**config.mk**
```make
export PLATFORM = sky130hd
export DESIGN_NAME = ysyx_040750_lsu_axi_master
export DESIGN_NICKNAME = d
export VERILOG_FILES = /design/src/rtl/ysyx_040750_lsu_axi_master_pkg.sv /design/src/rtl/ysyx_040750_lsu_lane.sv /design/src/rtl/ysyx_040750_lsu_axi_master.sv
export SDC_FILE = /design/constraint.sdc
export NUM_CORES = 1
export LEC_CHECK = 0
export CORE_ASPECT_RATIO = 1.25
export CORE_MARGIN = 2
export CORE_UTILIZATION = 45
export DETAILED_ROUTE_END_ITERATION = 16
export GPL_TIMING_DRIVEN = 0
export HOLD_SLACK_MARGIN = 0.08
export PLACE_DENSITY = 0.84
export SYNTH_ARGS = -nofsm -noshare
export SYNTH_HDL_FRONTEND = slang
export SYNTH_HIERARCHICAL = 1
export SYNTH_SLANG_ARGS = --single-unit
```
**constraint.sdc**
```tcl
create_clock -name I_clk -period 2.56 [get_ports I_clk]
set_clock_uncertainty 0.15 [all_clocks]
set_input_delay 0.512 -clock I_clk [delete_from_list [all_inputs] [get_ports I_clk]]
set_output_delay 0.512 -clock I_clk [all_outputs]
set_load 0.1 [all_outputs]
```
**src/rtl/ysyx_040750_lsu_axi_master_pkg.sv**
```systemverilog
// Shared definitions for the LSU AXI-lite initiator: widths, size codes,
// FSM encoding and the per-state channel control decode.
package ysyx_040750_lsu_axi_master_pkg;

  localparam int unsigned LSU_ADDR_W = 32;
  localparam int unsigned LSU_DATA_W = 64;

  localparam logic [1:0] SZ_B = 2'd0;
  localparam logic [1:0] SZ_H = 2'd1;
  localparam logic [1:0] SZ_W = 2'd2;
  localparam logic [1:0] SZ_D = 2'd3;

  typedef enum logic [2:0] {
    ST_IDLE = 3'd0,
    ST_AR   = 3'd1,
    ST_R    = 3'd2,
    ST_AW   = 3'd3,
    ST_W    = 3'd4,
    ST_B    = 3'd5,
    ST_RSP  = 3'd6
  } lsu_state_e;

  typedef struct packed {
    logic req_ready;
    logic arvalid;
    logic rready;
    logic awvalid;
    logic wvalid;
    logic bready;
    logic rsp_valid;
  } lsu_ctl_t;

  // Handshake outputs asserted while the FSM sits in a given state.
  function automatic lsu_ctl_t ctl_of(input lsu_state_e st);
    lsu_ctl_t c;
    c = '0;
    case (st)
      ST_IDLE: c.req_ready = 1'b1;
      ST_AR:   c.arvalid   = 1'b1;
      ST_R:    c.rready    = 1'b1;
      ST_AW:   c.awvalid   = 1'b1;
      ST_W: begin
        c.wvalid = 1'b1;
        c.bready = 1'b1;
      end
      ST_B:    c.bready    = 1'b1;
      ST_RSP:  c.rsp_valid = 1'b1;
      default: c = '0;
    endcase
    return c;
  endfunction

endpackage

```
**src/rtl/ysyx_040750_lsu_lane.sv**
```systemverilog
// Byte-lane steering: store data/strobe placement and load extraction with
// sign/zero extension. Purely combinational.
module ysyx_040750_lsu_lane
  import ysyx_040750_lsu_axi_master_pkg::*;
#(
  parameter int unsigned DATA_W = LSU_DATA_W
) (
  input  logic [1:0]                    I_st_size,
  input  logic [$clog2(DATA_W/8)-1:0]   I_st_off,
  input  logic [DATA_W-1:0]             I_st_wdata,
  output logic [DATA_W-1:0]             O_st_wdata_c,
  output logic [DATA_W/8-1:0]           O_st_wstrb_c,
  input  logic [DATA_W-1:0]             I_ld_rdata,
  input  logic [$clog2(DATA_W/8)-1:0]   I_ld_off,
  input  logic [1:0]                    I_ld_size,
  input  logic                          I_ld_sgn,
  output logic [DATA_W-1:0]             O_ld_data_c
);

  localparam int unsigned STRB_W = DATA_W / 8;

  logic [3:0]        nbytes;
  logic [STRB_W-1:0] mask;
  logic [DATA_W-1:0] shifted;

  // Strobe covers 2^size bytes starting at the offset; lanes past the top drop off.
  always_comb begin
    nbytes = 4'd1 << I_st_size;
    mask   = '0;
    for (int unsigned i = 0; i < STRB_W; i++) begin
      mask[i] = (i < 32'(nbytes));
    end
    O_st_wstrb_c = mask << I_st_off;
    O_st_wdata_c = I_st_wdata << {I_st_off, 3'b000};
  end

  always_comb begin
    shifted = I_ld_rdata >> {I_ld_off, 3'b000};
    case (I_ld_size)
      SZ_B:    O_ld_data_c = {{(DATA_W-8){I_ld_sgn & shifted[7]}},   shifted[7:0]};
      SZ_H:    O_ld_data_c = {{(DATA_W-16){I_ld_sgn & shifted[15]}}, shifted[15:0]};
      SZ_W:    O_ld_data_c = {{(DATA_W-32){I_ld_sgn & shifted[31]}}, shifted[31:0]};
      default: O_ld_data_c = shifted;
    endcase
  end

endmodule

```
**src/rtl/ysyx_040750_lsu_axi_master.sv**
```systemverilog
// LSU AXI-lite initiator: one outstanding load or store, lane-aligned writes,
// extended load data, single-cycle completion pulse.
module ysyx_040750_lsu_axi_master
  import ysyx_040750_lsu_axi_master_pkg::*;
#(
  parameter int unsigned ADDR_W = LSU_ADDR_W,
  parameter int unsigned DATA_W = LSU_DATA_W
) (
  input  logic                I_clk,
  input  logic                I_rst,
  input  logic                I_req_valid,
  output logic                O_req_ready,
  input  logic                I_req_we,
  input  logic [ADDR_W-1:0]   I_req_addr,
  input  logic [1:0]          I_req_size,
  input  logic                I_req_signed,
  input  logic [DATA_W-1:0]   I_req_wdata,
  output logic                O_rsp_valid,
  output logic [DATA_W-1:0]   O_rsp_rdata,
  output logic [ADDR_W-1:0]   O_araddr,
  output logic                O_arvalid,
  input  logic                I_arready,
  input  logic [DATA_W-1:0]   I_rdata,
  input  logic                I_rvalid,
  output logic                O_rready,
  output logic [ADDR_W-1:0]   O_awaddr,
  output logic                O_awvalid,
  input  logic                I_awready,
  output logic [DATA_W-1:0]   O_wdata,
  output logic [DATA_W/8-1:0] O_wstrb,
  output logic                O_wvalid,
  input  logic                I_wready,
  input  logic                I_bvalid,
  output logic                O_bready
);

  localparam int unsigned STRB_W = DATA_W / 8;
  localparam int unsigned OFF_W  = $clog2(STRB_W);

  lsu_state_e          state_q, state_d;
  lsu_ctl_t            ctl_q, ctl_d;
  logic [ADDR_W-1:0]   addr_q, addr_d;
  logic [1:0]          size_q, size_d;
  logic                sgn_q, sgn_d;
  logic [DATA_W-1:0]   wdata_q, wdata_d;
  logic [STRB_W-1:0]   wstrb_q, wstrb_d;
  logic [DATA_W-1:0]   rdata_q, rdata_d;

  logic [DATA_W-1:0]   st_wdata_c;
  logic [STRB_W-1:0]   st_wstrb_c;
  logic [DATA_W-1:0]   ld_data_c;

  ysyx_040750_lsu_lane #(
    .DATA_W (DATA_W)
  ) u_lane (
    .I_st_size    (I_req_size),
    .I_st_off     (I_req_addr[OFF_W-1:0]),
    .I_st_wdata   (I_req_wdata),
    .O_st_wdata_c (st_wdata_c),
    .O_st_wstrb_c (st_wstrb_c),
    .I_ld_rdata   (I_rdata),
    .I_ld_off     (addr_q[OFF_W-1:0]),
    .I_ld_size    (size_q),
    .I_ld_sgn     (sgn_q),
    .O_ld_data_c  (ld_data_c)
  );

  // Next-state and datapath capture; every handshake waits on the state's own valid.
  always_comb begin
    state_d = state_q;
    addr_d  = addr_q;
    size_d  = size_q;
    sgn_d   = sgn_q;
    wdata_d = wdata_q;
    wstrb_d = wstrb_q;
    rdata_d = rdata_q;
    case (state_q)
      ST_IDLE: begin
        if (I_req_valid) begin
          addr_d  = I_req_addr;
          size_d  = I_req_size;
          sgn_d   = I_req_signed;
          wdata_d = st_wdata_c;
          wstrb_d = st_wstrb_c;
          rdata_d = '0;
          state_d = I_req_we ? ST_AW : ST_AR;
        end
      end
      ST_AR:  if (I_arready) state_d = ST_R;
      ST_R: begin
        if (I_rvalid) begin
          rdata_d = ld_data_c;
          state_d = ST_RSP;
        end
      end
      ST_AW:  if (I_awready) state_d = ST_W;
      // A slave may return B in the same cycle it takes W.
      ST_W:   if (I_wready) state_d = I_bvalid ? ST_RSP : ST_B;
      ST_B:   if (I_bvalid) state_d = ST_RSP;
      ST_RSP: state_d = ST_IDLE;
      default: state_d = ST_IDLE;
    endcase
    ctl_d = ctl_of(state_d);
  end

  always_ff @(posedge I_clk) begin
    if (I_rst) begin
      state_q <= ST_IDLE;
      ctl_q   <= ctl_of(ST_IDLE);
      addr_q  <= '0;
      size_q  <= '0;
      sgn_q   <= 1'b0;
      wdata_q <= '0;
      wstrb_q <= '0;
      rdata_q <= '0;
    end else begin
      state_q <= state_d;
      ctl_q   <= ctl_d;
      addr_q  <= addr_d;
      size_q  <= size_d;
      sgn_q   <= sgn_d;
      wdata_q <= wdata_d;
      wstrb_q <= wstrb_d;
      rdata_q <= rdata_d;
    end
  end

  assign O_req_ready = ctl_q.req_ready;
  assign O_arvalid   = ctl_q.arvalid;
  assign O_rready    = ctl_q.rready;
  assign O_awvalid   = ctl_q.awvalid;
  assign O_wvalid    = ctl_q.wvalid;
  assign O_bready    = ctl_q.bready;
  assign O_rsp_valid = ctl_q.rsp_valid;
  assign O_rsp_rdata = rdata_q;
  assign O_araddr    = addr_q;
  assign O_awaddr    = addr_q;
  assign O_wdata     = wdata_q;
  assign O_wstrb     = wstrb_q;

endmodule

```
==> impl_metrics.tcl, run 1 <==
set metrics [dict create \
    status "completed" \
    setup_viol 0 \
    grt_pass1_vias 12085 \
    via_count 12567 \
    path_cells "buf_4 > dlygate4sd2_1" \
    ys_types 54 \
    max-slew-margin-rel 0.281 \
    cts_buffers 17 \
    synth_area_um2 10800 \
    clockRootBuffer "clkbuf_16" \
    fin_area_um2 15800 \
    finalPower_mw 10.4 \
    final_layout_size_suffix_gt1_frac 0.144 \
    htreeDepth 4 \
    port_buffers 378 \
    p_leak_nw 6.76 \
    drtAntennaViolNets 0 \
    critPathLaunchType "register" \
    drtIter0Drc 1284 \
    die_area_um2 25400 \
    seq_area_frac_synth 0.334 \
    rsz0062_at_grt "yes" \
    gr-total-overflow 0 \
    drv_cap 0 \
    synth_top_cell_by_area "dfxtp_1" \
    die_w_um 143 \
    met2_usage 0.664 \
    cts.sinks 181 \
    synthCells 1396 \
    cp.arrival_ns 1.86 \
    grt.met1_usage 0.415 \
    min_path_type "reg2reg" \
    area_growth_pct 45.5 \
    ys.flop_type "dfxtp_1" \
    num_rows 63 \
    netlist.area_leader.share 0.334 \
    crit_path_end_kind "primary output" \
    critical_path_class "reg2out" \
    ys_seq_elements 181 \
    syn-num-nets 1568 \
    vdd_drop_max_mv 0.490 \
    combPwrFrac 0.431 \
    netlist_top_cells_area "dfxtp_1 33%, nand2_1 11%, a21oi_1 9.5%" \
    cts_tree "done" \
    max_stage_delay_ns 0.84 \
    finalHoldViolCount 0 \
    clk_pin_slew_worst_paths_ns 0.08 \
    firstDrtPassIters 6 \
    post_drt_wl_per_cell_um 23.2 \
    synth.most_common_cell "nand2_1" \
    grt_max_degree 20 \
    fp.dieH_um 178 \
    fmax_mhz 396 \
    pwr-share-seq 0.301 \
    grtUsageTotal 0.381 \
    grt_pass1_wl_um 71700 \
    use_met3 0.0893 \
    p_sw_mw 4.71 \
    core_area_um2 23700 \
    tightest_slew_ns 1.08 \
    place_inst 2099 \
    drv_slew 0 \
    whs_ns 0.299 \
    nets 1970 \
    drc 0 \
    place_congestion 1.05 \
    critPathSlowestCell "dlygate4sd2_1" \
    ios 379 \
    synth-edff-count 0 \
    syn_avg_cell_area_um2 7.77 \
    fin_cells 2137 \
    clock_path_buffers 2 \
    cp_max_fo 3 \
    antenna_found_initial 1 \
    finalCriticalPeriod_ns 2.52 \
    synth-async-reset-ratio 0 \
    post-dp-hpwl_um 39100 \
    top_usage_layer "met2" \
    crit_required_ns 1.90 \
    regArea_um2 3630 \
    yosys-top-cells-count "322 x nand2_1, 205 x a21oi_1, 181 x dfxtp_1" \
    multiInputGateArea_um2 6500 \
    wl_um 49600 \
    pwr_density_cell_nw_per_um2 657 \
    initial_core_util 0.457 \
    nFillCells 2107 \
    p_clk_frac 0.267 \
    p_int_mw 5.66 \
    clk_latency_ns 0.45 \
    vias_per_cell 5.88 \
    synth_warnings 6 \
    period_share 0.986 \
    place_area_um2 15000 \
    switching_share 0.454 \
]
==> worst max-delay path, delay by kind of cell (launching register included) <==
kind	cells	cell delay [ns]
buf+inv	2	0.98
flops	1	0.43
==> placed cells by master (no fill, tap or decap), types with 8 or more instances in the layout <==
master,Yosys,layout
nand2_1,322,321
dlygate4sd2_1,0,209
a21oi_1,205,202
dfxtp_1,181,178
clkdlybuf4s50_1,0,167
nor2_1,91,88
nand4_1,79,79
mux2i_1,91,76
clkbuf_1,70,54
buf_4,39,52
o21ai_0,46,44
buf_2,47,34
mux2_2,33,33
mux4_2,29,29
nand3_1,25,25
nor2b_1,21,21
clkbuf_16,0,18
and2_1,11,11
and3_1,10,10
nand4_2,10,10
buf_1,8,8
o2bb2ai_1,11,8
mux2i_4,0,8
clkbuf_2,0,8
o32ai_1,8,8
==> flip-flops by register name, summed over array words and instances (netlist names) <==
name         flops
O_rsp_rdata     64
O_wdata         64
O_araddr        32
O_wstrb          8
state_q          3
size_q           2
O_arvalid        1
O_awvalid        1
O_bready         1
O_req_ready      1
O_rready         1
O_rsp_valid      1
O_wvalid         1
sgn_q            1
==> power groups by stage <==
stage | Combinational (mW) | Sequential (mW) | Clock, mW
after floorplan | 1.89 | 4.37 | 0
after detailed placement | 4.44 | 3.19 | 0
after CTS | 4.37 | 3.13 | 2.78
final | 4.47 | 3.13 | 2.77
after global routing | 4.64 | 3.15 | 2.87
after global placement | 4.41 | 3.19 | 0
==> final timing paths <==
| kind | to | slack, ns | cells after the start | startpoint |
|---|---|---|---|---|
| worst min-delay path | O_rsp_rdata[34]$_SDFFE_PP0P_ | 0.30 | 2 | O_rsp_rdata[34]$_SDFFE_PP0P_ |
| worst max register to register | O_rsp_rdata[36]$_SDFFE_PP0P_ | 0.05 | 8 | O_araddr[1]$_SDFFE_PP0P_ |
| worst max-delay path | O_awaddr[30] | 0.04 | 2 | O_araddr[30]$_SDFFE_PP0P_ |
| worst min register to register | O_rsp_rdata[34]$_SDFFE_PP0P_ | 0.30 | 2 | O_rsp_rdata[34]$_SDFFE_PP0P_ |
==> per-stage QoR <==
step            TNS, ns  worst slack [ns]   util
6_report              0            0.0363  0.665
2_1_floorplan         0            0.0386      -
5_1_grt         -0.0288           -0.0154  0.665
3_3_place_gp     -82.31             -1.04  0.634
3_5_place_dp     -84.28             -1.01  0.634
4_1_cts        -0.00905          -0.00905  0.658
==> final cells by class <==
cell class | count | share of cell area
clock inverter | 14 | 0.0116
buffer | 169 | 0.0629
clock buffer | 18 | 0.0278
inverter | 6 | 0.00151
multi-input combinational | 1039 | 0.412
timing repair buffer | 384 | 0.228
sequential | 181 | 0.230
antenna | 1 | 0.000159
tap | 325 | 0.0258
==> layer usage <==
metal / wire length [µm] / share of wire / vias up
met5: 0 / 0 / -
met3: 4510 / 0.091 / 186
met4: 3410 / 0.069 / 0
met2: 24300 / 0.49 / 844
met1: 17300 / 0.35 / 5849
li1: - / - / 5688
==> cell families (layout without fill, tap and decap cells) <==
logic type / count (synthesis) / count (layout) / synth area share
AO/OA/AOI/OAI: 293 / 293 / 0.151
flip-flops: 181 / 181 / 0.334
buffers and inverters: 176 / 591 / 0.0840
multiplexers: 154 / 154 / 0.180
other: 0 / 1 / 0
AND/OR/NAND/NOR: 592 / 592 / 0.251
==> repair_timing <==
action,CTS,global route
endpoints found under the setup margin,328,93
buffers inserted,1,4
gates cloned,0,1
gates resized for setup,261,49
hold buffers,0,0
pin swaps,0,7
Note: power is estimated with default switching activity, not from simulation.
==> run 2, diff against run 1 <==
GPL_ROUTABILITY_DRIVEN = 1   (was not set)
PLACE_DENSITY = 0.8   (was 0.84)
==> run 2 against run 1 <==
- critical path depth fell by 1
- via count decreased by 1.0%
- combinational power about the same
- die area stayed put
- setup slack got worse by 0.023 ns
- cell count about the same
- core utilization is 0.38 points lower
==> impl_metrics.tcl, run 2 (synthesized netlist as in run 1, its figures left out) <==
set metrics [dict create \
    status "completed" \
    finalHoldViolCount 0 \
    cp.arrival_ns 1.89 \
    crit_buf_inv 1 \
    cts_buffers 17 \
    finalPower_mw 10.4 \
    final_core_util 0.661 \
    drtAntennaViolNets 0 \
    cp_top_family "buffers and inverters" \
    fp.dieH_um 178 \
    nets 1969 \
    grt_max_degree 19 \
    top_usage_layer "met2" \
    layout_commonest_cell "nand2_1" \
    critPathLaunchType "register" \
    initial_core_util 0.457 \
    grt_pass1_wl_um 70600 \
    fmax_mhz 393 \
    post_drt_wl_per_cell_um 23.0 \
    vias_per_cell 5.82 \
    gr-total-overflow 0 \
    firstDrtPassIters 5 \
    clk_latency_ns 0.45 \
    met2_usage 0.643 \
    min_path_type "reg2reg" \
    max-slew-margin-rel 0.215 \
    antenna_found_initial 4 \
    setup_ws_ns 0.0130 \
    max_stage_delay_ns 1.12 \
    cp_max_fo 1 \
    core_area_um2 23700 \
    grt_pass1_vias 11910 \
    die_area_um2 25400 \
    post-dp-hpwl_um 38800 \
    cts_tree "done" \
    pwr_density_cell_nw_per_um2 662 \
    drv_cap 0 \
    hold_buffers 0 \
    use_met3 0.0783 \
    place_congestion 1.05 \
    setup_viol 0 \
    area_growth_pct 44.7 \
    path_cells "clkdlybuf4s50_1" \
    final_layout_size_suffix_gt1_frac 0.141 \
    crit_path_end_kind "primary output" \
    wl_um 49100 \
    drc 0 \
    crit_required_ns 1.90 \
    critPathSlowestCell "clkdlybuf4s50_1" \
    nFillCells 2083 \
    via_count 12436 \
    clk_pin_slew_worst_paths_ns 0.07 \
    grt.met1_usage 0.418 \
    fin_setup_tns_ns 0 \
    drv_slew 0 \
    htreeDepth 4 \
    layout_common_cells "321 x nand2_1, 206 x dlygate4sd2_1, 203 x a21oi_1" \
    p_leak_nw 6.78 \
    finalCriticalPeriod_ns 2.55 \
    grtUsageTotal 0.375 \
    place_ws_ns -1.05 \
    ios 379 \
    clock_path_buffers 2 \
    port_buffers 378 \
    cts.sinks 181 \
    multiInputGateArea_um2 6420 \
    die_w_um 143 \
    tightest_slew_ns 1.18 \
    num_rows 63 \
    regArea_um2 3630 \
    clockRootBuffer "clkbuf_16" \
    period_share 0.995 \
    vdd_drop_max_mv 0.543 \
    critical_path_class "reg2out" \
    drtIter0Drc 1114 \
]
[run 2: changes by cell type in the layout (fill, tap and decap cells not counted), sizes merged]
cell           previous run  this run
clkdlybuf4s50           167       168
clkinv                    8         3
dlymetal6s2s              1         3
bufinv                    1         2
clkinvlp                  1         5
buf                     106       105
dlygate4sd2             209       206
[run 2: worst paths after layout]
path,from,end,slack [ns],cells after the start
setup / recovery,O_bready$_SDFF_PP0_,O_bready,0.01,1
hold / removal,O_rsp_rdata[1]$_SDFFE_PP0P_,O_rsp_rdata[1]$_SDFFE_PP0P_,0.30,2
setup reg to reg,O_araddr[1]$_SDFFE_PP0P_,O_rsp_rdata[28]$_SDFFE_PP0P_,0.02,9
hold reg to reg,O_rsp_rdata[1]$_SDFFE_PP0P_,O_rsp_rdata[1]$_SDFFE_PP0P_,0.30,2
[run 2: cell type report]
cell class	count	area share
Tap cell	325	0.0259
Antenna cell	1	0.000159
Timing Repair Buffer	383	0.228
Multi-Input combinational cell	1039	0.409
Sequential cell	181	0.231
Clock buffer	18	0.0280
Clock inverter	14	0.0121
Buffer	169	0.0632
Inverter	6	0.00167
[run 2: worst min-delay path: cells and delay by family, from the launching register on]
family | cells | cell delay (ns)
and+or+nand+nor | 1 | 0.05
DFF | 1 | 0.31
AOI/OAI and AO/OA | 1 | 0.05
[run 2: what timing repair did]
| item | CTS | global route |
|---|---|---|
| hold endpoints to repair | 0 | 0 |
| resized for setup | 248 | 49 |
| setup buffers | 1 | 4 |
| pin swaps | 3 | 8 |
| endpoints found under the setup margin | 325 | 73 |
[run 2: power breakdown]
group	internal (mW)	leakage [nW]	switching (mW)	total (mW)
sequential	3.00	1.47	0.133	3.13
clock	1.51	0.293	1.30	2.81
combinational	1.22	5.01	3.22	4.44
[run 2: routing by layer]
metal | wire [µm] | vias to the layer above
li1 | - | 5681
met1 | 17700 | 5798
met2 | 23700 | 774
met3 | 4000 | 179
met4 | 3580 | 4
met5 | 27 | -
[run 2: stage by stage]
step	std cells	cell area, µm²	hold slack (ns)
after floorplan	1396	10900	0.320
after global placement	2099	15000	0.288
after detailed placement	2099	15000	0.292
after CTS	2131	15500	0.299
after global routing	2135	15700	0.312
final	2136	15700	0.300
==> run 3, diff against run 2 <==
PLACE_DENSITY = 0.81   (was 0.8)
SYNTH_HIERARCHICAL = not set   (was 1)
==> run 3 against run 2 <==
- the flow now finishes with violations (negative setup slack)
- count of clock-buffer cells in the layout grew 2
- critical endpoint is now O_wdata[55]$_SDFFE_PP0P_
- wire length shrank 4.2%
- largest cell class unchanged
- setup slack lost 0.020 ns
- total power grew 1.5%
==> impl_metrics.tcl, run 3 <==
set metrics [dict create \
    drv_slew 0 \
    failed_checks "negative setup slack" \
    cp_max_fo 10 \
    final_layout_size_suffix_gt1_frac 0.134 \
    critical_path_class "in2reg" \
    wl_um 47000 \
    fmax_mhz 390 \
    ys.flop_type "dfxtp_1" \
    regArea_um2 3630 \
    grtUsageTotal 0.377 \
    core_area_um2 22300 \
    netlist_top_cells_area "dfxtp_1 36%, mux2i_1 7.6%, nand2_1 6.0%" \
    period_share 1.00 \
    clockRootBuffer "clkbuf_16" \
    nFillCells 1939 \
    ys_types 57 \
    clock_path_buffers 2 \
    crit_required_ns 2.71 \
    yosys-top-cells-count "181 x dfxtp_1, 163 x nand2_1, 129 x nor2_1" \
    cts_tree "done" \
    die_w_um 139 \
    grt_pass1_wl_um 68200 \
    p_leak_nw 6.35 \
    max_stage_delay_ns 0.55 \
    port_buffers 376 \
    crit_path_end_kind "register" \
    multiInputGateArea_um2 5890 \
    synthXorXnorAreaFrac 0 \
    place_congestion 0.984 \
    crit_buf_inv 3 \
    cp_top_family "buffers and inverters" \
    synth_top_family_by_area "compound AO/OA/AOI/OAI gates" \
    post_drt_wl_per_cell_um 24.5 \
    drtAntennaViolNets 0 \
    htreeDepth 4 \
    firstDrtPassIters 6 \
    antenna_found_initial 0 \
    critPathSlowestCell "buf_1" \
    path_cells "buf_2 > buf_1 > clkbuf_1 > o21ai_0 > a211oi_2 > nor3_1" \
    drc 0 \
    synth-simple-area-share 0.174 \
    max-slew-margin-rel 0.287 \
    critPathLaunchType "primary input" \
    fp.dieH_um 172 \
    synth_warnings 0 \
    grt_pass1_vias 11240 \
    layout_commonest_cell "dlygate4sd2_1" \
    reg2reg_to "O_rsp_rdata[6]$_SDFFE_PP0P_" \
    r2r_cells 9 \
    clk_latency_ns 0.45 \
    final_core_util 0.667 \
    pwr_density_cell_nw_per_um2 709 \
    synth-edff-count 0 \
    fin_setup_tns_ns -0.00671 \
    grt_max_degree 20 \
    vdd_drop_max_mv 0.561 \
    synth_area_um2 10200 \
    layout_common_cells "202 x dlygate4sd2_1, 178 x dfxtp_1, 169 x clkdlybuf4s50_1" \
    synth.most_common_cell "dfxtp_1" \
    gr-total-overflow 0 \
    tightest_slew_ns 1.07 \
    die_area_um2 23900 \
    synth_compound_gate_area_share 0.244 \
    drtIter0Drc 995 \
    syn_avg_cell_area_um2 8.33 \
    cp.arrival_ns 2.72 \
    status "complete, but fails checks" \
    syn-num-nets 1397 \
    area_growth_pct 45.7 \
    initial_core_util 0.458 \
    r2r_start "O_araddr[1]$_SDFFE_PP0P_" \
    vias_per_cell 5.96 \
    cts.sinks 181 \
    cts_buffers 17 \
    post-dp-hpwl_um 37800 \
    ios 379 \
    num_rows 61 \
    setup_viol 1 \
    drv_cap 0 \
    finalHoldViolCount 0 \
    min_path_type "reg2reg" \
    ys_seq_elements 181 \
    holdPathStages 2 \
    reg2reg_setup_slack_ns 0.03 \
    rsz0062_at_grt "no" \
    synth-async-reset-ratio 0 \
    via_count 11442 \
    synthCells 1225 \
    nets 1795 \
    seq_area_frac_synth 0.355 \
    num_antenna_cells 0 \
    min-delay-start "O_rsp_rdata[52]$_SDFFE_PP0P_" \
    synth_fa_ha_area_frac 0 \
    hold_end "O_rsp_rdata[52]$_SDFFE_PP0P_" \
    synthMuxAreaShare 0.152 \
    synth_top_cell_by_area "dfxtp_1" \
    setup_ws_ns -0.00671 \
    finalCriticalPeriod_ns 2.57 \
    clk_pin_slew_worst_paths_ns 0.07 \
    netlist.area_leader.share 0.355 \
]
-- run 3: cell count changes after synthesis, sizes merged, moves of 11 or more --
| cell | delta |
|---|---|
| mux2i | -14 |
| a211oi | +67 |
| nand2 | -160 |
| a22oi | +38 |
| nand4 | -89 |
| nor3 | +20 |
| a21oi | -88 |
| o21ai | +18 |
| buf | -29 |
| nand3 | -24 |
| nor2 | +37 |
| o31ai | +11 |
| nor4 | +13 |
| clkbuf | +11 |
-- run 3: logic make-up after synthesis --
family,after synthesis
flip-flops,181
buffers and inverters,155
AND/OR/NAND/NOR,395
multiplexers,127
AO/OA/AOI/OAI,367
-- run 3: worst max path at each step --
stage                                  start                           end  slack (ns)  cells past startpoint
global route        O_araddr[1]$_SDFFE_PP0P_   O_rsp_rdata[6]$_SDFFE_PP0P_       0.004                      9
detailed placement                     I_rst      O_wdata[24]$_SDFFE_PP0P_       -0.81                      5
floorplan           O_araddr[1]$_SDFFE_PP0P_  O_rsp_rdata[32]$_SDFFE_PP0P_        0.10                      8
global placement                       I_rst      O_wdata[25]$_SDFFE_PP0P_       -0.77                      5
finish                         I_req_addr[0]      O_wdata[55]$_SDFFE_PP0P_      -0.007                      6
CTS                    state_q[2]$_SDFF_PP0_  O_rsp_rdata[18]$_SDFFE_PP0P_       0.001                      6
-- run 3: repair_timing --
item / in CTS / in global routing
hold buffers: 0 / 0
pin swaps: 1 / 0
gates resized for setup: 224 / 31
setup endpoints to repair: 313 / 93
setup buffers: 4 / 0
-- run 3: layer usage --
| metal | up-vias | routed length [µm] | global-route usage | share of wire |
|---|---|---|---|---|
| met5 | - | 0 | 0 | 0 |
| met4 | 0 | 3220 | 0.231 | 0.068 |
| li1 | 5190 | - | - | - |
| met1 | 5358 | 16600 | 0.410 | 0.35 |
| met3 | 159 | 4130 | 0.0864 | 0.088 |
| met2 | 735 | 23000 | 0.672 | 0.49 |
-- run 3: per-stage QoR --
stage          hold WS [ns]  cell area (µm²)  setup WS, ns  total power, mW  std cells
6_report              0.302            14900      -0.00671             10.5       1919
5_1_grt               0.324            14900       0.00439             10.8       1919
4_1_cts               0.302            14800       0.00137             10.5       1919
3_3_place_gp          0.288            14300        -0.774             7.72       1884
3_5_place_dp          0.292            14300        -0.808             7.74       1884
2_1_floorplan         0.313            10200         0.103             6.34       1225
-- run 3: power breakdown --
part,internal [mW],switching (mW),leakage (nW)
clock,1.71,1.23,0.314
combinational,1.13,3.30,4.56
sequential,3.03,0.147,1.48
-- run 3: layout make-up --
type,instances,share of cell area
multi-input cells,889,0.396
flip-flops and latches,181,0.244
repair buffers,380,0.239
plain buffers,151,0.0523
clock buffers,20,0.0307
well taps,283,0.0238
clock inverters,12,0.0129
inverters,3,0.000757
-- run 3: worst register-to-register path: cells and delay by family (launching register included) --
family          cells  cell delay, ns
simple gates        2            0.13
buf+inv             4            1.02
compound gates      2            0.39
flops               1            0.37
mux                 1            0.36
